## src/rtl/booth_seq_multiplier_pkg.sv

```systemverilog
// Shared definitions for the sequential Booth multiplier.
//   state_t : FSM state encoding. The fourth code (2'd3) is never entered
//             and falls back to ST_IDLE if it ever shows up.
//   ADD_OP / SUB_OP : select values for the add_sub input of the adder.
package booth_seq_multiplier_pkg;

    typedef enum logic [1:0] {
        ST_IDLE = 2'd0,
        ST_RUN  = 2'd1,
        ST_DONE = 2'd2
    } state_t;

    localparam logic ADD_OP = 1'b0;
    localparam logic SUB_OP = 1'b1;

endpackage

```

## src/rtl/simplified_signed_adder.sv

```systemverilog
// Shared two's-complement add/subtract datapath.
//   a, b      : WIDTH-bit operands
//   add_sub   : 0 = a + b, 1 = a - b (b inverted plus carry-in of one)
//   sum       : WIDTH-bit result (wraps modulo 2^WIDTH)
//   carry_out : carry out of the MSB
module simplified_signed_adder #(
    parameter int WIDTH = 8
) (
    input  logic [WIDTH-1:0] a,
    input  logic [WIDTH-1:0] b,
    input  logic             add_sub,
    output logic [WIDTH-1:0] sum,
    output logic             carry_out
);

    logic [WIDTH-1:0] b_eff;

    assign b_eff = b ^ {WIDTH{add_sub}};
    assign {carry_out, sum} = {1'b0, a} + {1'b0, b_eff} + {{WIDTH{1'b0}}, add_sub};

endmodule

```

## src/rtl/booth_seq_multiplier.sv

```systemverilog
// Sequential radix-2 Booth signed multiplier, one Booth step per clock.
//   clk          : rising-edge clock
//   reset_n      : asynchronous active-low reset
//   start        : request; only looked at in IDLE or DONE
//   multiplicand : signed M, captured when start is accepted
//   multiplier   : signed Q, captured when start is accepted
//   busy         : high while the Booth steps run (WIDTH cycles)
//   done         : one-cycle pulse, product valid
//   product      : signed 2*WIDTH result, held until the next run completes
//   fsm_state    : current FSM state, for observation
//
// Handshake: start is accepted at a rising edge when the FSM is in IDLE or
// DONE; the operands are copied on that edge. busy is high for the following
// WIDTH cycles, then done is high for exactly one cycle. Holding start in the
// DONE cycle launches the next operation immediately. start while busy is
// ignored.
module booth_seq_multiplier
    import booth_seq_multiplier_pkg::*;
#(
    parameter int WIDTH = 8
) (
    input  logic               clk,
    input  logic               reset_n,
    input  logic               start,
    input  logic [WIDTH-1:0]   multiplicand,
    input  logic [WIDTH-1:0]   multiplier,
    output logic               busy,
    output logic               done,
    output logic [2*WIDTH-1:0] product,
    output state_t             fsm_state
);

    localparam int CNT_W = $clog2(WIDTH + 1);

    state_t           state;
    state_t           next_state;
    logic             load;
    logic             step;
    logic             last_step;

    // A carries one guard bit so that subtracting M = -2^(WIDTH-1) cannot
    // overflow the accumulator.
    logic [WIDTH:0]   a_reg;
    logic [WIDTH:0]   m_reg;
    logic [WIDTH-1:0] q_reg;
    logic             q_1;
    logic [CNT_W-1:0] cnt;

    logic             add_sub;
    logic [WIDTH:0]   adder_sum;
    logic             unused_carry;
    logic [WIDTH:0]   a_next;
    logic [WIDTH:0]   a_sh;
    logic [WIDTH-1:0] q_sh;

    // ---------------- FSM ----------------
    always_ff @(posedge clk or negedge reset_n) begin
        if (!reset_n) state <= ST_IDLE;
        else          state <= next_state;
    end

    always_comb begin
        next_state = state;
        load       = 1'b0;
        step       = 1'b0;
        case (state)
            ST_IDLE: begin
                if (start) begin
                    next_state = ST_RUN;
                    load       = 1'b1;
                end
            end
            ST_RUN: begin
                step = 1'b1;
                if (cnt == CNT_W'(1)) next_state = ST_DONE;
            end
            ST_DONE: begin
                if (start) begin
                    next_state = ST_RUN;
                    load       = 1'b1;
                end else begin
                    next_state = ST_IDLE;
                end
            end
            default: next_state = ST_IDLE;
        endcase
    end

    assign last_step = step && (cnt == CNT_W'(1));
    assign busy      = (state == ST_RUN);
    assign done      = (state == ST_DONE);
    assign fsm_state = state;

    // ---------------- Datapath ----------------
    // Booth pair {Q[0], q_1}: 10 subtracts M, 01 adds M, 00/11 keep A.
    assign add_sub = (q_reg[0] && !q_1) ? SUB_OP : ADD_OP;

    simplified_signed_adder #(
        .WIDTH (WIDTH + 1)
    ) u_adder (
        .a         (a_reg),
        .b         (m_reg),
        .add_sub   (add_sub),
        .sum       (adder_sum),
        .carry_out (unused_carry)
    );

    assign a_next = (q_reg[0] ^ q_1) ? adder_sum : a_reg;

    // Arithmetic shift right of {A', Q, q_1}; A'[WIDTH] is replicated.
    assign a_sh = {a_next[WIDTH], a_next[WIDTH:1]};
    assign q_sh = {a_next[0], q_reg[WIDTH-1:1]};

    always_ff @(posedge clk or negedge reset_n) begin
        if (!reset_n) begin
            a_reg   <= '0;
            m_reg   <= '0;
            q_reg   <= '0;
            q_1     <= 1'b0;
            cnt     <= '0;
            product <= '0;
        end else if (load) begin
            a_reg <= '0;
            m_reg <= {multiplicand[WIDTH-1], multiplicand};
            q_reg <= multiplier;
            q_1   <= 1'b0;
            cnt   <= CNT_W'(WIDTH);
        end else if (step) begin
            a_reg <= a_sh;
            q_reg <= q_sh;
            q_1   <= q_reg[0];
            cnt   <= cnt - CNT_W'(1);
            if (last_step) product <= {a_sh[WIDTH-1:0], q_sh};
        end
    end

endmodule

```

## config.mk

```make
export PLATFORM = sky130hd
export DESIGN_NAME = booth_seq_multiplier
export DESIGN_NICKNAME = d
export VERILOG_FILES = /design/src/rtl/booth_seq_multiplier_pkg.sv /design/src/rtl/simplified_signed_adder.sv /design/src/rtl/booth_seq_multiplier.sv
export SDC_FILE = /design/constraint.sdc
export NUM_CORES = 1
export LEC_CHECK = 0
export ABC_AREA = 1
export CAP_MARGIN = 20
export CORE_ASPECT_RATIO = 2
export CORE_MARGIN = 8
export CORE_UTILIZATION = 40
export CTS_CLUSTER_DIAMETER = 40
export DETAILED_ROUTE_END_ITERATION = 10
export PLACE_DENSITY = 0.7
export SLEW_MARGIN = 20
export SYNTH_ARGS = -nofsm -noshare
export SYNTH_HDL_FRONTEND = slang
export SYNTH_HIERARCHICAL = 1
export SYNTH_SLANG_ARGS = --single-unit
```

## constraint.sdc

```tcl
create_clock -name clk -period 1.95 [get_ports clk]
set_input_delay 0.585 -clock clk [delete_from_list [all_inputs] [get_ports clk]]
set_output_delay 0.585 -clock clk [all_outputs]
set_load 0.02 [all_outputs]
```

# Word-level counts from Yosys, hierarchy flattened
# Index checks and enable logic that the tools add are counted.
[totals]
ff_bits = 48
latchBits = 0
mem_bits_rw = 0
mem_bits_ro = 0
in_bits = 19
out_inout_bits = 20
word_cells = 43
n_memories = 0
[op_classes]
n_addsub = 3
multipliers = 0
div_mod_pow = 0
order_cmp = 0
n_eq_ne = 5
n_shift = 0
n_mux = 17
n_bitwise = 3
n_reduce_logical = 8
[ops]
columns = ["cell", "n"]
rows = [
  ["$mux W9", 3],
  ["$mux W8", 2],
  ["$add A9 B1 Y9", 1],
  ["$add A9 B9 Y9", 1],
  ["$xor A9 B9 Y9", 1],
  ["$mux W4", 2],
  ["$mux W1", 7],
  ["$pmux W2 S3", 1],
  ["$eq A4 B1 Y1 const B", 1],
  ["$mux W2", 2],
  ["$sub A4 B1 Y4 const B", 1],
  ["$reduce_and A3 Y1", 1],
  ["$eq A2 B1 Y1 const B", 1],
  ["$eq A2 B2 Y1 const B", 1],
  ["$logic_and A1 B1 Y1", 2],
  ["$logic_not A2 Y1", 1],
  ["$ne A2 B1 Y1 const B", 1],
  ["$ne A2 B2 Y1 const B", 1],
  ["$reduce_and A2 Y1", 1],
  ["$reduce_bool A2 Y1", 1],
  ["$reduce_or A2 Y1", 1],
  ["$logic_not A1 Y1", 1],
  ["$not A1 Y1", 1],
  ["$xor A1 B1 Y1", 1],
]

# Depth between registers and ports, before layout
[logic_depth]
word_depth = 9
mapped_depth = 17
mapped_depth_nobuf = 16

# By module
# The synthesis kept the hierarchy.
[by_module_without_submodules]
columns = ["mod", "instances", "cells_per_inst", "area_each_um2", "seq_area_each_um2"]
rows = [
  ["booth_seq_multiplier", 1, 250, 2109.5, 1176.1],
  ["simplified_signed_adder", 1, 90, 551.8, 0.0],
]

# Worst setup path after synthesis
# No wires, ideal clock.
[synth_path]
path_kind = "register to register"
start = "register q_reg[0]"
end = "register a_reg[5]"
setup_ns = 0.117
t_arrival_ns = 1.987
required_time_ns = 1.833
slack_ns = -0.154
path_stages_with_launch = 17
path_buffers = 1
period_less_slack_ns = 2.104
path_cell_list = "dfrtp_1 > ha_1 > buf_6 > inv_4 > nand2_4 > and2_2 > fa_1 > nand3_1 > nand2_1 > nand2_1 > nand2_1 > nand2_1 > nand2_1 > nand2_1 > o21ai_0 > nand2_1 > o21ai_2"
[synth_via]
elab_chain_len = 8
word_cells_on_any_way = 9
classes_between = "add/sub: 2; mux: 4; bitwise: 2; reduce/logical: 1"
[synth_rtl]
columns = ["item", "line", "rtl"]
rows = [
  ["start, declared", "booth_seq_multiplier.sv:45", "logic [WIDTH-1:0] q_reg;"],
  ["start signal, assigned", "booth_seq_multiplier.sv:125", "q_reg <= multiplier;"],
  ["start signal, assigned", "booth_seq_multiplier.sv:130", "q_reg <= q_sh;"],
  ["$logic_and A1 B1 Y1 *", "booth_seq_multiplier.sv:96", "assign add_sub = (q_reg[0] && !q_1) ? SUB_OP : ADD_OP;"],
  ["$mux W1 *", "booth_seq_multiplier.sv:96", ""],
  ["via add_sub", "booth_seq_multiplier.sv:49", "logic add_sub;"],
  ["$xor A9 B9 Y9", "simplified_signed_adder.sv:18", "assign b_eff = b ^ {WIDTH{add_sub}};"],
  ["$add A9 B9 Y9", "simplified_signed_adder.sv:19", "assign {carry_out, sum} = {1'b0, a} + {1'b0, b_eff} + {{WIDTH{1'b0}}, add_sub};"],
  ["$add A9 B1 Y9 *", "simplified_signed_adder.sv:19", ""],
  ["via adder_sum[6]", "booth_seq_multiplier.sv:50", "logic [WIDTH:0] adder_sum;"],
  ["$mux W9 *", "booth_seq_multiplier.sv:108", "assign a_next = (q_reg[0] ^ q_1) ? adder_sum : a_reg;"],
  ["$mux W9 *", "booth_seq_multiplier.sv:128", "end else if (step) begin"],
  ["$mux W9 *", "booth_seq_multiplier.sv:122", "end else if (load) begin"],
  ["end signal, assigned", "booth_seq_multiplier.sv:129", "a_reg <= a_sh;"],
  ["end, declared", "booth_seq_multiplier.sv:43", "logic [WIDTH:0] a_reg;"],
]
# The timed path passes the listed nets; every way through them passes the cells marked *. The select of a mux whose other input is x is not followed.
# A chain may end at the register's enable or synchronous reset.

# Worst setup path after layout
[layout_path]
start = "register q_reg[0]"
end = "register a_reg[7]"
# The elaborated chain is that of the path after synthesis.

==> out/summary.txt <==
Core Footprint - 6520 µm²
Drt drc - 0
Worst Path Required - 2.13 ns
Number of flip-flops in the largest register - 16
Die Y - 131 µm
Synth warn - 6
I/O Buffers - 38
Worst-path clk slew - 0.06 ns
Reg2reg setup slack - -0.20 ns
CTS tree - yes
Final Max Tran Viols - 0
Area delta synth->final - 36.5%
Net count of the finished layout - 427
Worst Path Buf+Inv - 2
Hold_buf cts - 0
Worst Reg-to-Reg Cells - 14
Most common cell after layout, fill and taps aside - nand2_1
Least-Margin Pin Slew - 0.442 ns
Cell family with most CP delay - adder cells
Final Skew - 0.00464 ns
Pre-antenna DRT Iters - 4
First-pass GRT wire length - 9.56 mm
Syn Inst Count - 335
Tot GR Track Use - 12.7%
Avg Cell Area, Syn - 7.87 µm²
Share of layout cells above drive strength 1 - 22.7%
Max FO, Critical Path - 6
Number of vias per cell - 4.57
H-tree depth - 2
Worst setup EP type - flop
Setup violators final - 14
Worst path max stage delay - 0.43 ns
Worst min path class - in2async
Dpl cell area - 3230 µm²
DRT iter0 DRCs - 118
Clock root cell - clkbuf_16
RSZ-0062 raised after global routing - true
Rel. slew slack - 70.5%
Clock sink total - 47
Initial Utilization - 40.4%
Netlist Area Pre-Place - 2640 µm²
Most frequent cells in the layout - nand2_1, dfrtp_1, clkdlybuf4s50_1, inv_1, buf_4
RR Startpoint - q_reg[0]
I/O Pins - 39
Maxcap violations - 0
Die ar. - 9600 µm²
Gr ovfl total - 0
Synthesized Nets - 367
Largest net degree at the start of global routing - 48
Largest Register - product
Place WS - -0.250 ns
Final hold vios - 0
Initial antenna violation count - 0
Period Utilization, post-route - 110%
Final instance area - 3600 µm²
Vias - 2,212
Setup ws final - -0.202 ns
Status - finished, violations left
Core Rows - 42
Reg2reg end - a_reg[7]
Die Wd - 73.4 µm
HPWL after DPL - 4.24 mm
Critical path's slowest cell - dfrtp_1
Crit path cell chain - ha_4 -> buf_6 -> xor2_1 -> ha_1 -> inv_1 -> o21ai_1 -> a21oi_2 -> nand2_1 -> nand2_1 -> nand2_1 -> nand2_1 -> nand2_2 -> nand2_1 -> nand2_1
RePlAce Congestion - 0.850
Routed Antenna Nets - 0
N_diodes - 0
WL final - 6.12 mm
Highest Clock Rate - 0.465 GHz
CP Launch Type - flop
Fin crit period - 2.15 ns
Vias in the first global route - 2,143
CTS buffer count - 5
Final hold slack - 0.263 ns
DR WL/cell - 12.6 µm
Critical path type - reg2reg
Clock Latency Late Sink - 0.29 ns
Cell mode on critical path - nand2_1
Failing checks - negative setup slack
Worst Path Arrival - 2.34 ns
CTS Buffer Depth - 2
## what timing repair did
item,in CTS,in global routing
gates resized for setup,6,35
endpoints found under the setup margin,19,15
pin swaps,0,29
buffers inserted,1,7
## cell type report
type                       instances  area [µm²]
timing repair buffer              61         592
sequential                        47        1180
fill                             624        2920
clock buffer                       5         125
tap                               88         110
multi-input combinational        245        1410
inverter                          35         134
clock inverter                     3        46.3
## layer usage
metal  up-vias  GRT usage, %  wire, µm
met4         0          4.27        89
met5         -             0         0
met2        47          22.2      3200
met3         8          2.45       275
li1       1136             -         -
met1      1021          15.0      2550
## metrics by stage
| stage | TNS, ns | util [%] | std cells |
|---|---|---|---|
| 2_1_floorplan | -0.146 | - | 335 |
| 3_3_place_gp | -2.05 | 49.6 | 468 |
| 3_5_place_dp | -2.69 | 49.6 | 468 |
| 4_1_cts | -1.29 | 52.4 | 477 |
| 5_1_grt | -3.81 | 55.2 | 484 |
| 6_report | -2.39 | 55.2 | 484 |
## how the worst max path moves through the flow
stage             start       end  slack (ns)  cells after the start
6_report       q_reg[0]  a_reg[7]       -0.20                     14
5_1_grt             q_1  a_reg[6]       -0.30                     16
4_1_cts             q_1  a_reg[6]       -0.15                     16
3_5_place_dp        q_1  a_reg[6]       -0.25                     16
3_3_place_gp        q_1  a_reg[6]       -0.20                     16
2_1_floorplan  q_reg[0]  a_reg[5]       -0.04                     16
Power is left out: the tool's default activity adds up to more than one toggle a clock period on the data nets, which glitch-free logic cannot reach.
